===== src/rtl/lsu_dmem_ctrl.sv =====
// Load/store controller in front of a single-port synchronous data_ram.
// Optional misalignment exceptions are enabled by defining LSU_ALE_CHECK_EN.
module lsu_dmem_ctrl #(
   parameter int ADDR_WIDTH = 16,
   parameter int DATA_WIDTH = 32
) (
   input  logic                  clk,
   input  logic                  reset,
   input  logic                  req_valid,
   output logic                  req_ready,
   input  logic [3:0]            req_op,
   input  logic [31:0]           req_addr,
   input  logic [DATA_WIDTH-1:0] req_wdata,
   output logic                  resp_valid,
   input  logic                  resp_ready,
   output logic [DATA_WIDTH-1:0] resp_rdata,
   output logic                  resp_ale,
   output logic                  ram_en,
   output logic [3:0]            ram_we,
   output logic [ADDR_WIDTH-1:0] ram_addr,
   output logic [DATA_WIDTH-1:0] ram_wdata,
   input  logic [DATA_WIDTH-1:0] ram_rdata
);

   localparam logic [1:0] IDLE  = 2'd0;
   localparam logic [1:0] LWAIT = 2'd1;
   localparam logic [1:0] RESP  = 2'd2;

   localparam logic [3:0] OP_LD_B  = 4'd0;
   localparam logic [3:0] OP_LD_H  = 4'd1;
   localparam logic [3:0] OP_LD_W  = 4'd2;
   localparam logic [3:0] OP_LD_BU = 4'd3;
   localparam logic [3:0] OP_LD_HU = 4'd4;
   localparam logic [3:0] OP_ST_B  = 4'd8;
   localparam logic [3:0] OP_ST_H  = 4'd9;
   localparam logic [3:0] OP_ST_W  = 4'd10;

   logic [1:0] state;
   logic       is_b, is_h, is_w, is_load, is_store, legal, mis;
   logic       accept, go;
   logic [1:0] eff_off;
   logic [3:0] we_mask;
   logic [3:0] op_p0;
   logic [1:0] off_p0;
   logic       unused_addr_hi;

   // Lane select plus sign/zero extension of the returned RAM word.
   function automatic logic [31:0] load_extend(input logic [3:0]  op,
                                               input logic [1:0]  off,
                                               input logic [31:0] word);
      logic signed [7:0]  b;
      logic signed [15:0] h;
      logic signed [31:0] bs;
      logic signed [31:0] hs;
      b  = word[{off, 3'b000} +: 8];
      h  = word[{off[1], 4'b0000} +: 16];
      bs = b;
      hs = h;
      case (op)
         OP_LD_B:  return bs;
         OP_LD_H:  return hs;
         OP_LD_BU: return {24'b0, b};
         OP_LD_HU: return {16'b0, h};
         default:  return word;
      endcase
   endfunction

   always_comb begin
      is_b     = 1'b0;
      is_h     = 1'b0;
      is_w     = 1'b0;
      is_load  = 1'b0;
      is_store = 1'b0;
      case (req_op)
         OP_LD_B, OP_LD_BU: begin is_load  = 1'b1; is_b = 1'b1; end
         OP_LD_H, OP_LD_HU: begin is_load  = 1'b1; is_h = 1'b1; end
         OP_LD_W:           begin is_load  = 1'b1; is_w = 1'b1; end
         OP_ST_B:           begin is_store = 1'b1; is_b = 1'b1; end
         OP_ST_H:           begin is_store = 1'b1; is_h = 1'b1; end
         OP_ST_W:           begin is_store = 1'b1; is_w = 1'b1; end
         default:           ;
      endcase
      legal = is_load | is_store;
   end

`ifdef LSU_ALE_CHECK_EN
   assign mis = legal && ((is_h && req_addr[0]) || (is_w && (req_addr[1:0] != 2'b00)));
`else
   assign mis = 1'b0;
`endif

   // Aligned-down lane offset; identical to addr[1:0] for any op that is allowed to access RAM
   // when ALE checking is on, and the wrap-down behaviour when it is off.
   assign eff_off = is_w ? 2'b00 : (is_h ? {req_addr[1], 1'b0} : req_addr[1:0]);

   assign accept    = req_valid && (state == IDLE);
   assign go        = accept && legal && !mis;
   assign req_ready = (state == IDLE);
   assign resp_valid = (state == RESP);

   always_comb begin
      we_mask = 4'b1111;
      if (is_b)      we_mask = 4'b0001 << eff_off;
      else if (is_h) we_mask = 4'b0011 << eff_off;
   end

   assign ram_en    = go;
   assign ram_we    = (go && is_store) ? we_mask : 4'b0000;
   assign ram_addr  = req_addr[ADDR_WIDTH+1:2];
   assign ram_wdata = is_b ? {4{req_wdata[7:0]}} :
                      is_h ? {2{req_wdata[15:0]}} : req_wdata;

   assign unused_addr_hi = ^req_addr[31:ADDR_WIDTH+2];

   // Control state and the held response registers.
   always_ff @(posedge clk or posedge reset) begin
      if (reset) begin
         state      <= IDLE;
         resp_rdata <= '0;
         resp_ale   <= 1'b0;
      end else begin
         case (state)
            IDLE: begin
               if (accept) begin
                  if (go && is_load) begin
                     state <= LWAIT;
                  end else begin
                     state      <= RESP;
                     resp_rdata <= '0;
                     resp_ale   <= mis;
                  end
               end
            end
            LWAIT: begin
               resp_rdata <= load_extend(op_p0, off_p0, ram_rdata);
               resp_ale   <= 1'b0;
               state      <= RESP;
            end
            RESP: begin
               if (resp_ready) state <= IDLE;
            end
            default: state <= IDLE;
         endcase
      end
   end

   // Stage p0: load op and lane offset captured on the accept edge.
   always_ff @(posedge clk) begin
      if (go && is_load) begin
         op_p0  <= req_op;
         off_p0 <= eff_off;
      end
   end

endmodule


===== config.mk =====
export PLATFORM = sky130hd
export DESIGN_NAME = lsu_dmem_ctrl
export DESIGN_NICKNAME = d
export VERILOG_FILES = /design/src/rtl/lsu_dmem_ctrl.sv
export SDC_FILE = /design/constraint.sdc
export NUM_CORES = 1
export LEC_CHECK = 0
export BUFFER_PORTS_ARGS = -buffer_cell sky130_fd_sc_hd__buf_2
export CORE_UTILIZATION = 32
export DETAILED_ROUTE_END_ITERATION = 10
export PLACE_DENSITY = 0.62
export SLEW_MARGIN = 25
export SYNTH_ARGS = -nofsm -noshare
export SYNTH_HDL_FRONTEND = slang
export SYNTH_SLANG_ARGS = --single-unit

===== constraint.sdc =====
create_clock -name clk -period 2.3 [get_ports clk]
set_clock_uncertainty 0.15 [all_clocks]
set_input_delay 0 -clock clk [delete_from_list [all_inputs] [get_ports clk]]
set_output_delay 0 -clock clk [all_outputs]
set_load 0.02 [all_outputs]

==> results.yml <==
outcome:
  status: "complete, no violations"
yosys:
  synth_ff_type: "dfrtp_1"
  synth_area_um2: 2880
  synth-warning-count: 0
  syn_area_per_cell_um2: 8.52
  postSynthCellCount: 338
  async_flop_share_pct: 85.0
  synth_edf_count: 6
  synth_seq_cells: 40
  syn-num-nets: 446
  ys_types: 49
  ys_seq_area_share_pct: 35.8
timing:
  rsz0062_at_grt: "false"
  finalCriticalPeriod_ns: 2.21
  fmax_mhz: 453
  maxSlewViolCount: 0
  period_share_pct: 95.9
  setup_viol: 0
  worst_pin_slew_ns: 0.732
  maxSlewHeadroom_pct: 51.0
  setup_tns_ns: 0
  hold_viol: 0
  setup_slack_ns: 0.0949
  whs_ns: 0.000908
placement:
  place.gp.congestion: 0.821
  dp_hpwl_mm: 6.59
  io_buffers: 144
  pre_cts_ws_ns: 0.0892
  dp.cells: 557
  dpl_cell_area_um2: 3570
layout:
  drive_gt1_share_pct: 38.7
  nNetsFinal: 619
  final_common_cell: "buf_2"
  stdcell_area_um2: 4230
  final_cells: 620
  diodes: 0
  area_growth_pct: 46.7
  mostFrequentLayoutCells: "buf_2, nand2_1, dlygate4sd3_1, o21ai_0, dfrtp_1"
power_and_ir_drop:
  cellLeakagePower_nw: 2.08
  irDropWorstVdd_mv: 0.331
  power_density_nw_per_um2: 545
setup_path:
  crit_required_ns: 2.32
  cp.arrival_ns: 2.22
  crit_path_end_kind: "register"
  critPathMaxFanout: 11
  critPathLaunchType: "primary input"
  worstSetupPathType: "in -> reg"
global_routing:
  grt_util_all_layers_pct: 19.0
  grt_max_degree: 35
  grt_overflow_total: 0
  antenna_found_initial: 0
  first_global_vias: 3014
  grt_pass1_wl_mm: 14.7
detailed_routing:
  routed_wl_mm: 9.03
  viasPerCell: 4.98
  first_pass_iters: 4
  routedWlPerCell_um: 14.6
  antenna_left: 0
  drt_iter0_drc: 154
  drcViolationCount: 0
  num_vias: 3089
clocking:
  cts_max_path_buffers: 2
  cts-htree-levels: 2
  worstSkewPairLatency_ns: 0.28
  cts_made_buffers: 5
  cts_tree: "done"
  clkSlewWorstSetupHoldPaths_ns: 0.08
  cts.sinks: 40
  cts_root_buf: "clkbuf_8"
floorplanning:
  ioPinCount: 192
  dieHeight_um: 96.9
  row_count: 34
  start_util_pct: 33.0
  core_area_um2: 8720
  die_width_um: 96.9
  die-area_um2: 9380
worst_hold_path:
  hp-class: "in -> reg"
run:
  drv_cap: 0
==> cell type report <==
type	count	area [um2]
repair buffers	212	1380
well taps	108	135
fillers	824	4490
clock inverters	1	5.00
inverters	4	15.0
multi-input cells	248	1560
clock buffers	7	97.6
flip-flops and latches	40	1030
==> critical path, stage by stage <==
cell and delay (ns):
dlygate4sd3_1 0.54, buf_2 0.16, mux4_2 0.50, a2111o_1 0.51, o21ai_2 0.22, buf_4 0.19, o21ai_0 0.11
==> stage by stage <==
step           util [%]  total power, mW
3_3_place_gp       41.0             1.69
6_report           48.5             2.30
2_1_floorplan         -             1.43
4_1_cts            48.5             2.33
5_1_grt            48.5             2.44
3_5_place_dp       41.0             1.71
==> sequential cells by signal, summed over array words and instances, names as in the netlist <==
name,cells
resp_rdata,32
state,2
off_p0,2
op_p0,4
==> cell usage after synthesis (all sizes together) (2+ instances only) <==
| master | n | share of area, % |
|---|---|---|
| a211oi | 4 | 1.0 |
| a21o | 2 | 0.52 |
| a21oi | 4 | 0.83 |
| a221oi | 7 | 2.1 |
| and3 | 2 | 0.43 |
| buf | 31 | 7.7 |
| clkbuf | 15 | 2.0 |
| dfrtp | 34 | 30 |
| edfxtp | 6 | 6.3 |
| ha | 4 | 1.7 |
| inv | 4 | 0.52 |
| mux2 | 23 | 9.0 |
| mux2i | 9 | 3.1 |
| mux4 | 2 | 1.6 |
| nand2 | 68 | 8.9 |
| nand2b | 4 | 0.87 |
| nor2 | 24 | 3.1 |
| nor2b | 6 | 1.3 |
| nor3 | 4 | 0.70 |
| nor3b | 7 | 1.8 |
| o21ai | 44 | 7.8 |
| o221ai | 8 | 2.4 |
| or2 | 3 | 0.65 |
| or3 | 3 | 0.65 |
| or3b | 2 | 0.61 |
==> what timing repair did <==
| item | in CTS | in global routing |
|---|---|---|
| endpoints found under the hold margin | 88 | 0 |
| buffers inserted | 0 | 0 |
| setup endpoints to repair | 0 | 0 |
| hold buffers | 55 | 0 |
| gates resized for setup | 0 | 0 |
==> logic make-up after synthesis <==
| logic type | synth area share (%) |
|---|---|
| and+or+nand+nor | 20.5 |
| AOI/OAI and AO/OA | 17.4 |
| buffers and inverters | 10.2 |
| DFF | 35.8 |
| muxes | 13.7 |
| adders and majority gates | 1.74 |
| xor gates and xnor gates | 0.608 |
| other | 0.130 |
==> routing by layer <==
layer / wire length (um) / up-vias / part of all wire (%) / track usage [%]
met2: 4700 / 121 / 52 / 34.6
met5: 0 / - / 0 / 0
li1: - / 1517 / - / -
met1: 3820 / 1443 / 42 / 23.8
met4: 104 / 0 / 1.2 / 3.67
met3: 403 / 8 / 4.5 / 2.60
==> worst paths after layout <==
kind / from / to / slack [ns] / depth (start not counted)
max: ram_rdata[31] / resp_rdata[19] / 0.09 / 7
min: req_addr[1] / off_p0[1] / 0.0009 / 3
max reg2reg: off_p0[1] / resp_rdata[19] / 0.09 / 5
min reg2reg: resp_rdata[11] / resp_rdata[11] / 0.32 / 2
max in group asynchronous: reset / state[0] / 1.47 / 4
min in group asynchronous: reset / resp_rdata[17] / 0.20 / 4
==> report_power, final <==
group          internal (mW)  leakage [nW]  switching [mW]
combinational          0.357          1.51           0.547
clock                  0.278        0.0534           0.238
sequential             0.822         0.516          0.0629
No activity file was read; power rests on OpenSTA's default activity.
